### src/rtl/uart_tx_arbiter_if.sv
// Producer/UART-side signal bundle for uart_tx_arbiter.
// slave: the arbiter itself; master: the producers plus the UART TX side.
interface uart_tx_arbiter_if #(
    parameter int unsigned NUM_REQ = 4,
    parameter int unsigned ID_W    = 2,
    parameter int unsigned CNT_W   = 16
) ();
    logic [NUM_REQ-1:0]   ReqValid;
    logic [NUM_REQ*8-1:0] ReqData;
    logic [NUM_REQ-1:0]   ReqLock;
    logic [NUM_REQ-1:0]   ReqReady;
    logic [7:0]           PalDataIn;
    logic                 PalDataInEn;
    logic                 PalDataInPermit;
    logic [ID_W-1:0]      GrantId;
    logic                 Busy;
    logic [CNT_W-1:0]     TxByteCnt;

    modport master (
        output ReqValid, ReqData, ReqLock, PalDataInPermit,
        input  ReqReady, PalDataIn, PalDataInEn, GrantId, Busy, TxByteCnt
    );

    modport slave (
        input  ReqValid, ReqData, ReqLock, PalDataInPermit,
        output ReqReady, PalDataIn, PalDataInEn, GrantId, Busy, TxByteCnt
    );
endinterface

### src/rtl/uart_tx_arbiter.sv
// Round-robin arbiter that shares one UART transmitter among NUM_REQ byte producers.
// Optional packet lock is enabled by defining UART_ARB_LOCK_EN.
module uart_tx_arbiter #(
    parameter int unsigned NUM_REQ = 4,
    parameter int unsigned ID_W    = 2,
    parameter int unsigned CNT_W   = 16
) (
    input  logic              Clk,
    input  logic              Rstn,
    uart_tx_arbiter_if.slave  bus
);

    localparam int unsigned DATA_W = 8;
    localparam int unsigned IDX_W  = ID_W + 1;

    typedef enum logic {
        ST_EMPTY = 1'b0,
        ST_HOLD  = 1'b1
    } state_e;

    state_e              state_q, state_d;
    logic [DATA_W-1:0]   hold_data_q, hold_data_d;
    logic [ID_W-1:0]     grant_q, grant_d;
    logic [ID_W-1:0]     ptr_q, ptr_d;
    logic [CNT_W-1:0]    cnt_q, cnt_d;

    logic [DATA_W-1:0]   req_byte_c [NUM_REQ];
    logic [NUM_REQ-1:0]  eligible_c;
    logic [NUM_REQ-1:0]  ready_c;
    logic                found_c;
    logic [ID_W-1:0]     sel_c;
    logic                accept_c;
    logic                lock_active_q;

    for (genvar g = 0; g < NUM_REQ; g++) begin : g_unpack
        assign req_byte_c[g] = bus.ReqData[DATA_W*g +: DATA_W];
    end

`ifdef UART_ARB_LOCK_EN
    logic            lock_active_d;
    logic [ID_W-1:0] lock_owner_q, lock_owner_d;

    // While a packet is open only its owner may win, even if it is momentarily idle.
    always_comb begin
        eligible_c = '0;
        for (int unsigned i = 0; i < NUM_REQ; i++) begin
            eligible_c[i] = bus.ReqValid[i] & (~lock_active_q | (lock_owner_q == ID_W'(i)));
        end
    end

    always_comb begin
        lock_active_d = lock_active_q;
        lock_owner_d  = lock_owner_q;
        if (accept_c) begin
            lock_active_d = bus.ReqLock[sel_c];
            lock_owner_d  = sel_c;
        end
    end

    always_ff @(posedge Clk or negedge Rstn) begin
        if (!Rstn) begin
            lock_active_q <= 1'b0;
            lock_owner_q  <= '0;
        end else begin
            lock_active_q <= lock_active_d;
            lock_owner_q  <= lock_owner_d;
        end
    end
`else
    logic unused_lock;

    assign eligible_c    = bus.ReqValid;
    assign lock_active_q = 1'b0;
    assign unused_lock   = ^bus.ReqLock;
`endif

    // Search starts one past the last winner and wraps at NUM_REQ-1.
    always_comb begin
        logic [IDX_W-1:0] idx;
        found_c = 1'b0;
        sel_c   = '0;
        idx     = '0;
        for (int unsigned k = 1; k <= NUM_REQ; k++) begin
            idx = {1'b0, ptr_q} + IDX_W'(k);
            if (idx >= IDX_W'(NUM_REQ)) begin
                idx = idx - IDX_W'(NUM_REQ);
            end
            if (!found_c && eligible_c[idx[ID_W-1:0]]) begin
                found_c = 1'b1;
                sel_c   = idx[ID_W-1:0];
            end
        end
    end

    assign accept_c = Rstn & found_c & (state_q == ST_EMPTY);

    // Next state: load in EMPTY, hand over on Permit in HOLD; no reload in the handover cycle.
    always_comb begin
        state_d     = state_q;
        hold_data_d = hold_data_q;
        grant_d     = grant_q;
        ptr_d       = ptr_q;
        cnt_d       = cnt_q;
        ready_c     = '0;
        case (state_q)
            ST_EMPTY: begin
                if (accept_c) begin
                    ready_c[sel_c] = 1'b1;
                    hold_data_d    = req_byte_c[sel_c];
                    grant_d        = sel_c;
                    ptr_d          = sel_c;
                    state_d        = ST_HOLD;
                end
            end
            ST_HOLD: begin
                if (bus.PalDataInPermit) begin
                    cnt_d   = cnt_q + CNT_W'(1);
                    state_d = ST_EMPTY;
                end
            end
            default: begin
                state_d = ST_EMPTY;
            end
        endcase
    end

    always_ff @(posedge Clk or negedge Rstn) begin
        if (!Rstn) begin
            state_q     <= ST_EMPTY;
            hold_data_q <= '0;
            grant_q     <= '0;
            ptr_q       <= ID_W'(NUM_REQ - 1);
            cnt_q       <= '0;
        end else begin
            state_q     <= state_d;
            hold_data_q <= hold_data_d;
            grant_q     <= grant_d;
            ptr_q       <= ptr_d;
            cnt_q       <= cnt_d;
        end
    end

    assign bus.ReqReady    = ready_c;
    assign bus.PalDataIn   = hold_data_q;
    assign bus.PalDataInEn = (state_q == ST_HOLD);
    assign bus.GrantId     = grant_q;
    assign bus.Busy        = (state_q == ST_HOLD) | lock_active_q;
    assign bus.TxByteCnt   = cnt_q;

`ifndef SYNTHESIS
    // Structural invariants of the handshake.
    a_ready_onehot: assert property (@(posedge Clk) disable iff (!Rstn)
        $onehot0(bus.ReqReady));
    a_ready_needs_valid: assert property (@(posedge Clk) disable iff (!Rstn)
        (bus.ReqReady & ~bus.ReqValid) == '0);
    a_hold_stable: assert property (@(posedge Clk) disable iff (!Rstn)
        (bus.PalDataInEn && !bus.PalDataInPermit) |=> (bus.PalDataInEn && $stable(bus.PalDataIn)));
`endif

endmodule

### src/flat_wrapper.sv
// flat-port wrapper written by rule: the top's interface ports become plain ports
module uart_tx_arbiter_flat 
#(
    parameter int unsigned NUM_REQ = 4,
    parameter int unsigned ID_W    = 2,
    parameter int unsigned CNT_W   = 16
)
  (Clk, Rstn, bus_ReqValid, bus_ReqData, bus_ReqLock, bus_PalDataInPermit, bus_ReqReady, bus_PalDataIn, bus_PalDataInEn, bus_GrantId, bus_Busy, bus_TxByteCnt);
  uart_tx_arbiter_if #(.NUM_REQ(NUM_REQ), .ID_W(ID_W), .CNT_W(CNT_W)) bus_i ();
  input  logic Clk;
  input  logic Rstn;
  input wire logic [$bits(bus_i.ReqValid)-1:0] bus_ReqValid;
  input wire logic [$bits(bus_i.ReqData)-1:0] bus_ReqData;
  input wire logic [$bits(bus_i.ReqLock)-1:0] bus_ReqLock;
  input wire logic [$bits(bus_i.PalDataInPermit)-1:0] bus_PalDataInPermit;
  output wire logic [$bits(bus_i.ReqReady)-1:0] bus_ReqReady;
  output wire logic [$bits(bus_i.PalDataIn)-1:0] bus_PalDataIn;
  output wire logic [$bits(bus_i.PalDataInEn)-1:0] bus_PalDataInEn;
  output wire logic [$bits(bus_i.GrantId)-1:0] bus_GrantId;
  output wire logic [$bits(bus_i.Busy)-1:0] bus_Busy;
  output wire logic [$bits(bus_i.TxByteCnt)-1:0] bus_TxByteCnt;
  assign bus_i.ReqValid = bus_ReqValid;
  assign bus_i.ReqData = bus_ReqData;
  assign bus_i.ReqLock = bus_ReqLock;
  assign bus_i.PalDataInPermit = bus_PalDataInPermit;
  assign bus_ReqReady = bus_i.ReqReady;
  assign bus_PalDataIn = bus_i.PalDataIn;
  assign bus_PalDataInEn = bus_i.PalDataInEn;
  assign bus_GrantId = bus_i.GrantId;
  assign bus_Busy = bus_i.Busy;
  assign bus_TxByteCnt = bus_i.TxByteCnt;
  uart_tx_arbiter #(.NUM_REQ(NUM_REQ), .ID_W(ID_W), .CNT_W(CNT_W)) u_core (.Clk(Clk), .Rstn(Rstn), .bus(bus_i));
endmodule
### config.mk
export PLATFORM = sky130hd
export DESIGN_NAME = uart_tx_arbiter_flat
export DESIGN_NICKNAME = d
export VERILOG_FILES = /design/src/rtl/uart_tx_arbiter_if.sv /design/src/rtl/uart_tx_arbiter.sv /design/src/flat_wrapper.sv
export SDC_FILE = /design/constraint.sdc
export NUM_CORES = 1
export LEC_CHECK = 0
export ABC_AREA = 1
export BUFFER_PORTS_ARGS = -buffer_cell sky130_fd_sc_hd__buf_2
export CAP_MARGIN = 5
export CORE_MARGIN = 2
export CORE_UTILIZATION = 45
export DETAILED_ROUTE_END_ITERATION = 8
export GPL_TIMING_DRIVEN = 0
export PLACE_DENSITY = 0.73
export SYNTH_ARGS = -nofsm -noshare
export SYNTH_HDL_FRONTEND = slang
export SYNTH_SLANG_ARGS = --single-unit
### constraint.sdc
create_clock -name Clk -period 2.25 [get_ports Clk]
set_clock_uncertainty 0.15 [all_clocks]
set_input_delay 0.225 -clock Clk [delete_from_list [all_inputs] [get_ports Clk]]
set_output_delay 0.225 -clock Clk [all_outputs]
set_load 0.1 [all_outputs]
# After elaboration in Yosys (flattened, before gate mapping)

Cells that the tools add are included.

Flip-flop bits (word level): 29
Input port bits: 43
Latch bits: 0
Word-level logic and storage cells: 68
Memories kept: 0
Bits in writable memories: 0
Output and inout bits: 32
Bits in read-only memories: 0

Shifts and indexed selects: 0
Bitwise gates (word level): 4
Multiply operators: 0
Muxes and demuxes: 30
Add/sub/neg operators: 9
Reductions and logical operators: 9
Order comparisons: 11
Divide/modulo/power cells: 0
Equality and inequality tests: 0

Operators with widths:

| operator                                                                            | number |
|---|---|
| 16-bit by 1-bit adder with 16-bit output, second input constant                     | 1 |
| 8-bit binary-select mux with 2-bit select                                           | 1 |
| 2-bit two-way mux                                                                   | 8 |
| 8-bit two-way mux                                                                   | 2 |
| 3-bit greater-or-equal comparator, second input constant                            | 5 |
| 2-bit by 3-bit less-than comparator with 1-bit output, second input constant        | 5 |
| 1-bit two-way mux                                                                   | 11 |
| 1-bit binary-select mux with 2-bit select                                           | 4 |
| 4-bit two-way mux                                                                   | 2 |
| 2-bit by 1-bit subtractor with 2-bit output, second input constant                  | 4 |
| 2-bit by 2-bit adder with 3-bit output, second input constant                       | 2 |
| 1-bit logical AND                                                                   | 4 |
| 2-bit AND reduction                                                                 | 2 |
| 2-bit by 1-bit adder with 3-bit output, second input constant                       | 1 |
| 2-bit by 3-bit adder with 3-bit output, second input constant                       | 1 |
| 1-bit logical NOT                                                                   | 3 |
| 2-bit NOT with 3-bit output                                                         | 1 |
| 1-bit bitwise AND                                                                   | 2 |
| 1-bit demux with 2-bit select                                                       | 1 |
| 2-bit by 1-bit greater-or-equal comparator with 1-bit output, second input constant | 1 |
| 1-bit one-hot mux with 2 select lines                                               | 1 |
| 1-bit NOT                                                                           | 1 |

# Depth between registers and ports, before layout

Gate-level depths: netlist (run 1).

Depth in word-level cells: 21
Gate-level depth with buffers: 16
Mapped depth without buffers: 14

# Worst setup path before layout (run 1)

Ideal clock, no wire load.

Kind: reg2out
Start: register u_core.ptr_q[0]
End: output port bus_ReqReady[0]
Cell stages (with the launch flop): 13
Required time: 1.875 ns
Arrival time: 3.562 ns
Buffers on the path: 2
Setup slack: -1.687 ns
Cell sequence: dfstp_2 buf_6 inv_6 nand2_1 nand2_1 nand2_2 nand2_4 clkinv_2 nand3_2 nand3_4 buf_12 inv_2 nor3_1

Longest elaborated chain between the ends: 21
Elaborated cells on any way between the ends: 47
Those cells by class: add/sub (8); order compare (6); mux (24); bitwise (2); reduce/logical (7)

Ends and longest elaborated chain:

| what                                                                                                                                                               | RTL line                                     | RTL |
|---|---|---|
| start: declaration                                                                                                                                                 | uart_tx_arbiter.sv:24                        | `logic [ID_W-1:0] ptr_q, ptr_d;` |
| start signal: assignment                                                                                                                                           | uart_tx_arbiter.sv:132                       | `ptr_q <= ID_W'(NUM_REQ - 1);` |
| start signal: assignment                                                                                                                                           | uart_tx_arbiter.sv:138                       | `ptr_q <= ptr_d;` |
| 2-bit by 1-bit adder with 3-bit output                                                                                                                             | uart_tx_arbiter.sv:84                        | `idx = {1'b0, ptr_q} + IDX_W'(k);` |
| 3-bit greater-or-equal comparator / 2-bit by 1-bit subtractor with 2-bit output (equally long branches)                                                            | uart_tx_arbiter.sv:85, uart_tx_arbiter.sv:86 |  |
| 2-bit two-way mux                                                                                                                                                  | uart_tx_arbiter.sv:85                        | `if (idx >= IDX_W'(NUM_REQ)) begin` |
| 1-bit binary-select mux with 2-bit select                                                                                                                          | uart_tx_arbiter.sv:88                        | `if (!found_c && eligible_c[idx[ID_W-1:0]]) begin` |
| 1-bit two-way mux (implied by the code)                                                                                                                            | uart_tx_arbiter.sv:88                        |  |
| 1-bit two-way mux                                                                                                                                                  | uart_tx_arbiter.sv:88                        |  |
| 1-bit logical NOT                                                                                                                                                  | uart_tx_arbiter.sv:88                        |  |
| 1-bit logical AND                                                                                                                                                  | uart_tx_arbiter.sv:88                        |  |
| [5 not listed]                                                                                                                                                     | --                                           |  |
| 1-bit logical AND                                                                                                                                                  | uart_tx_arbiter.sv:88                        |  |
| 2-bit two-way mux                                                                                                                                                  | uart_tx_arbiter.sv:88                        |  |
| 2-bit by 3-bit less-than comparator with 1-bit output (implied by the code) / 2-bit by 1-bit greater-or-equal comparator with 1-bit output (equally long branches) | uart_tx_arbiter.sv:108                       | `ready_c[sel_c] = 1'b1;` |
| 1-bit logical AND (implied by the code)                                                                                                                            | uart_tx_arbiter.sv:108                       |  |
| 1-bit two-way mux (implied by the code)                                                                                                                            | uart_tx_arbiter.sv:108                       |  |
| 1-bit demux with 2-bit select                                                                                                                                      | --                                           |  |
| 4-bit two-way mux (*)                                                                                                                                              | uart_tx_arbiter.sv:107                       | `if (accept_c) begin` |
| 4-bit two-way mux (*)                                                                                                                                              | uart_tx_arbiter.sv:105                       | `case (state_q)` |
| end: declaration                                                                                                                                                   | flat_wrapper.sv:16                           | `output wire logic [$bits(bus_i.ReqReady)-1:0] bus_ReqReady;` |

Mark *: on every way between the ends. The rest lies on a longest branch, timed or not. The select of a mux whose other input is x is not followed.

# Final worst setup path (run 1)

Ends and elaborated chain as after synthesis.

==> reports/results.ini, run 1 <==
[job]
drv.max_cap_violation_count=0

[layout]
post-route-cell-area_sq_mm=0.003236
layout-drive-gt1-share=0.5647
n_antenna_cell=0
fillCellCount=258
synthToLayoutAreaGrowth_pct=67.38
fin_nets=406

[critical_path]
cp_slowest_stage_delay_ns=0.57
worst_path_max_delay_cell=sky130_fd_sc_hd__dfstp_2
worstRegToRegCells=14
critical_path.startpoint_type=register
cp_data_required_time_ns=1.88
cells_traversed_along_the_worst_timing_path=buf_8 > clkinv_8 > nand2_4 > nand2_2 > nand2_2 > nand2_4 > nor2_8 > nand3_4 > nand3_4 > buf_12 > inv_8 > nor3_4 > buf_12
crit_type=register to primary output
critPathCaptureType=primary output
critical_path.max_fanout=6
reg2reg_setup_slack_ns=-0.14
timing.critical_path.arrival_ns=2.33

[yosys]
synth_cell_type_count=29
post_synth_top_cells=59 x sky130_fd_sc_hd__nand2_1, 42 x sky130_fd_sc_hd__inv_1, 27 x sky130_fd_sc_hd__dfrtp_1, 27 x sky130_fd_sc_hd__nand3_1, 18 x sky130_fd_sc_hd__nand2_2
mappedNetlistArea_sq_mm=0.001933
synth.net_count=294
synthArstFlopShare=1.000
synth_top_area_frac=0.3495
synth_ff_type=sky130_fd_sc_hd__dfrtp_1
count_of_flip_flops_with_a_built_in_enable_after_synthesis=0
yosysTopAreaCell=sky130_fd_sc_hd__dfrtp_1
synth_area_leaders=sky130_fd_sc_hd__dfrtp_1 35%, sky130_fd_sc_hd__nand2_1 11%, sky130_fd_sc_hd__inv_1 8.2%
synth-seq-cells=29
yosys_warnings=0
synth-seq-area-share=0.3767
yosys.cell_count.top_type=sky130_fd_sc_hd__nand2_1
synth_instances=250
postSynthAreaPerCell_sq_um=7.732

[die]
start_util=0.4764
die_width_microns=69.54
die_y_microns=69.54
num_rows=23
ios=75
core_sq_mm=0.004058
die_area_sq_mm=0.004836

[run_status]
status=complete, but fails checks
violated_checks=negative setup slack

[place]
gp_routability_congestion=0.7774
place.port_buffers=70
area_after_dpl_sq_mm=0.002451
place.detailed.hpwl_microns=3289

[cts]
worst_skew_pair.late_latency_ns=0.28
cts-buffers-inserted=5
cts.htree.levels=2
root_buffer=sky130_fd_sc_hd__clkbuf_8
cts.reportedPaths.clkPinSlew_ns=0.06
cts.sinks=29
max-clock-path-buffers=2
tritoncts=yes

[min_path]
min-delay-path-class=input pin to register
timing.hold.worst_path_depth=3

[detailed_routing]
drt-initial-drc-count=118
count_of_vias_placed_by_the_detailed_router=2105
post_drt_wl_per_cell_microns=14.79
drt-total-wl_microns=6108
drt_pre_antenna_iters=4
remaining_drc_errors=0
detail_route.vias_per_cell=5.097
antenna_violating_nets_post_route=0

[sta]
count_of_endpoints_failing_hold_in_the_final_timing_report=0
clock.fmax_mhz=370.0
finalSetupViolations=12
post-route-period-util=1.201
grt_setup_unrepaired=yes
timing.final.ws_setup_ns=-0.4524
layout_min_cycle_time_ns=2.702
tightestPinTransition_ns=0.5105
timing_max_transition_violations_final=0
maxSlewHeadroom=0.6620

[grt]
grt_start_max_net_pins=28
grt_pass1_vias=1946
global_route.overflow_total=0
antenna_violations_before_repair=0
grt_pass1_wl_microns=8611
gr-usage-all-layers=0.2218

-- kinds of logic (layout without fill, tap and decap cells) --
family | after synthesis | count (layout) | synth area share
mux | 1 | 1 | 0.005825
flops | 29 | 29 | 0.3767
compound gates | 9 | 9 | 0.02912
simple gates | 144 | 144 | 0.3922
buf+inv | 52 | 165 | 0.1262
xor+xnor | 14 | 14 | 0.06343
fa+ha+maj | 1 | 1 | 0.006471
-- path summary, 6_finish.rpt --
check | from | to
worst max-delay path | u_core.ptr_q[0] | bus_ReqReady[0]
worst min-delay path | bus_ReqData[13] | u_core.bus.PalDataIn[5]
worst max register to register | u_core.ptr_q[0] | u_core.bus.PalDataIn[2]
worst min register to register | u_core.bus.TxByteCnt[15] | u_core.bus.TxByteCnt[15]
max in group asynchronous | Rstn | u_core.bus.Busy
min in group asynchronous | Rstn | u_core.ptr_q[1]
-- layout by cell type (no fill, tap or decap), types with 9 or more instances in the layout --
cell type                  n
sky130_fd_sc_hd__buf_12    9
sky130_fd_sc_hd__buf_2    66
sky130_fd_sc_hd__buf_4    24
sky130_fd_sc_hd__dfrtp_1  21
sky130_fd_sc_hd__inv_1    38
sky130_fd_sc_hd__nand2_1  40
sky130_fd_sc_hd__nand2_2  19
sky130_fd_sc_hd__nand2_4  21
sky130_fd_sc_hd__nand3_1  16
sky130_fd_sc_hd__nand4_1  10
sky130_fd_sc_hd__xor2_1    9
-- metal layers --
metal	global-route usage	wire, microns
met3	0.06395	408
met4	0.06972	182
met5	0	0
met2	0.3803	3204
met1	0.2683	2312
-- cell type report --
class / instances / area (sq um) / share of cell area
plain buffers: 5 / 68.82 / 0.02127
repair buffers: 105 / 768.2 / 0.2374
well taps: 50 / 62.56 / 0.01933
clock buffers: 8 / 90.09 / 0.02784
flip-flops and latches: 29 / 743.2 / 0.2297
multi-input cells: 169 / 1295 / 0.4002
inverters: 47 / 207.7 / 0.06419
-- sequential cells by signal, indices dropped and copies added (netlist names) --
register / count
u_core.ptr_q: 2
u_core.bus.GrantId: 2
u_core.bus.TxByteCnt: 16
u_core.bus.PalDataIn: 8
u_core.bus.Busy: 1
-- what timing repair did --
action                                 4_1_cts  5_1_grt
hold buffers                                 3        0
endpoints found under the hold margin       28        0
gates cloned                                 1        1
gates resized for setup                     38       59
pin swaps                                   12       16
setup buffers                               17       14
setup endpoints to repair                    7       15
-- stage by stage --
step | cells | TNS, ns | utilization | worst slack [ns] | hold slack (ns)
2_1_floorplan | 250 | -1.256 | - | -0.4044 | -0.2206
3_3_place_gp | 370 | -1.588 | 0.6041 | -0.4210 | 0.1457
3_5_place_dp | 370 | -1.638 | 0.6041 | -0.4290 | 0.1476
4_1_cts | 399 | -1.750 | 0.7117 | -0.3911 | 0.04315
5_1_grt | 413 | -3.610 | 0.7974 | -0.5396 | 0.06647
6_report | 413 | -2.499 | 0.7974 | -0.4524 | 0.04781
-- critical path: cells and delay by family (launching register included) --
| family | cells | cell delay (ns) |
|---|---|---|
| flops | 1 | 0.57 |
| buf+inv | 5 | 0.58 |
| simple gates | 8 | 0.89 |
Power of run 1 is not shown: default switching activity piles up to over one toggle a cycle in this logic, so the estimate is an artifact.
==> inputs of run 2 (changes only) <==
Settings changed: REMOVE_ABC_BUFFERS set to 1.
==> reports/results.ini, run 2 (synthesis results as in run 1) <==
[run_status]
status=complete, but fails checks
violated_checks=negative setup slack

[layout]
layout-drive-gt1-share=0.4944  ; -0.07036
fillCellCount=308  ; +19%
commonest_cells_after_routing_fill_and_taps_aside=66 x sky130_fd_sc_hd__buf_2, 44 x sky130_fd_sc_hd__nand2_1, 38 x sky130_fd_sc_hd__inv_1
fin_nets=399  ; -1.7%
synthToLayoutAreaGrowth_pct=52.17
largest_reg_flops=16  ; unchanged
final_cells=406  ; -1.7%
n_antenna_cell=0  ; unchanged
post-route-cell-area_sq_mm=0.002942  ; -9.1%
layout.cells.most_common=sky130_fd_sc_hd__buf_2

[sta]
clock.fmax_mhz=384.8  ; +4.0%
summed_negative_setup_slack_over_all_endpoints_ns=-3.396  ; -0.8970 ns
timing.final.ws_setup_ns=-0.3489  ; +0.1035 ns
post-route-period-util=1.155  ; -0.04600
grt_setup_unrepaired=yes
layout_min_cycle_time_ns=2.599  ; -0.1035 ns
maxSlewHeadroom=0.6705  ; +0.008425
finalSetupViolations=14  ; +2
timing_max_transition_violations_final=0  ; unchanged
count_of_endpoints_failing_hold_in_the_final_timing_report=0  ; unchanged
tightestPinTransition_ns=0.4977  ; -0.01273 ns

[critical_path]
critical_path.max_fanout=3  ; -3
crit_type=register to primary output
critical_path.startpoint_type=register
worst_path_max_delay_cell=sky130_fd_sc_hd__dfstp_2
cp_slowest_stage_delay_ns=0.59  ; +0.02 ns
cells_traversed_along_the_worst_timing_path=buf_6 > buf_6 > buf_6 > nand2_2 > nand3_1 > nand2_1 > nand2_2 > nand2_2 > nand2_4 > nand3_4 > inv_4 > nand2_4 > nor2_4 > buf_12
cp_data_required_time_ns=1.88  ; about the same
critPathCaptureType=primary output
timing.critical_path.arrival_ns=2.22  ; -0.11 ns

[cts]
cts-buffers-inserted=5  ; unchanged
max-clock-path-buffers=2  ; unchanged
tritoncts=yes
cts.sinks=29  ; unchanged
worst_skew_pair.late_latency_ns=0.28  ; about the same
cts.reportedPaths.clkPinSlew_ns=0.06  ; about the same
root_buffer=sky130_fd_sc_hd__clkbuf_8
cts.htree.levels=2  ; unchanged

[die]
start_util=0.4764  ; unchanged
die_y_microns=69.54  ; unchanged
die_width_microns=69.54  ; unchanged
ios=75  ; unchanged
core_sq_mm=0.004058  ; unchanged
num_rows=23  ; unchanged
die_area_sq_mm=0.004836  ; unchanged

[grt]
antenna_violations_before_repair=0  ; unchanged
grt_pass1_vias=1798  ; -7.6%
grt_start_max_net_pins=28  ; unchanged
gr-usage-all-layers=0.2019  ; -0.01994
global_route.overflow_total=0  ; unchanged
grt_pass1_wl_microns=7997  ; -7.1%

[place]
place.detailed.hpwl_microns=3164  ; -3.8%
area_after_dpl_sq_mm=0.002285  ; -6.8%
gp_routability_congestion=0.7899  ; +1.6%
place.port_buffers=70  ; unchanged
dpl.cell_count=365  ; -1.4%

[detailed_routing]
drt_pre_antenna_iters=7  ; +3
remaining_drc_errors=0  ; unchanged
detail_route.vias_per_cell=4.919  ; -3.5%
wire_length_the_detailed_router_placed_on_met1_microns=2255  ; -2.5%
drt-initial-drc-count=110  ; -6.8%
antenna_violating_nets_post_route=0  ; unchanged
drt-total-wl_microns=5363  ; -12%
met3_length_microns=238  ; -42%
top_signal_layer_used=met4
count_of_vias_placed_by_the_detailed_router=1997  ; -5.1%
post_drt_wl_per_cell_microns=13.21  ; -11%
routed-wl-met2_microns=2810  ; -12%

[min_path]
min-delay-path-class=input pin to register

[job]
drv.max_cap_violation_count=0  ; unchanged

run 2: changes by cell type in the layout (fill, tap and decap cells not counted), sizes merged:
cell / change
clkinv: +1
buf: -6
clkbuf: -1
nand3: +1
dlygate4sd3: -1
inv: -1
run 2: layout make-up:
class / count / area [sq um] / area share
multi-input cells: 170 / 1162 / 0.3951
flip-flops and latches: 29 / 728.2 / 0.2476
repair buffers: 102 / 699.4 / 0.2378
inverters: 47 / 198.9 / 0.06763
clock buffers: 8 / 90.09 / 0.03063
well taps: 50 / 62.56 / 0.02127
run 2: stage by stage:
stage / setup slack [ns] / hold slack, ns / util
floorplan: -1.867 / -0.2206 / -
global placement: -0.5291 / 0.1469 / 0.5631
detailed placement: -0.5430 / 0.1509 / 0.5631
CTS: -0.3022 / 0.0007760 / 0.6704
global route: -0.4619 / 0.02397 / 0.7249
finish: -0.3489 / 0.02071 / 0.7249
run 2: final timing paths:
path	startpoint	end	slack, ns	cells after the start
worst min register to register	u_core.bus.TxByteCnt[15]	u_core.bus.TxByteCnt[15]	0.32	1
worst min-delay path	bus_PalDataInPermit	u_core.bus.Busy	0.02	2
worst max register to register	u_core.ptr_q[0]	u_core.bus.PalDataIn[6]	-0.33	16
max in group asynchronous	Rstn	u_core.bus.PalDataIn[1]	1.40	3
min in group asynchronous	Rstn	u_core.ptr_q[1]	0.38	2
worst max-delay path	u_core.ptr_q[0]	bus_ReqReady[3]	-0.35	14
run 2: critical path, delay by kind of cell, from the launching register on:
kind | cells | cell delay (ns)
buffers and inverters | 5 | 0.62
DFF | 1 | 0.59
and+or+nand+nor | 9 | 0.73
run 2: layer usage:
metal  vias up  GRT usage
met2        68     0.3387
met5         -          0
met1       932     0.2630
met3         6    0.03924
li1        991          -
met4         0    0.06318
run 2: repair_timing:
action,in CTS,in global routing
gates resized for setup,44,42
setup endpoints to repair,9,15
pin swaps,18,24
setup buffers,19,11
hold buffers,2,0
gates cloned,1,0
endpoints found under the hold margin,27,0
Power of run 2 is left out for the same reason.
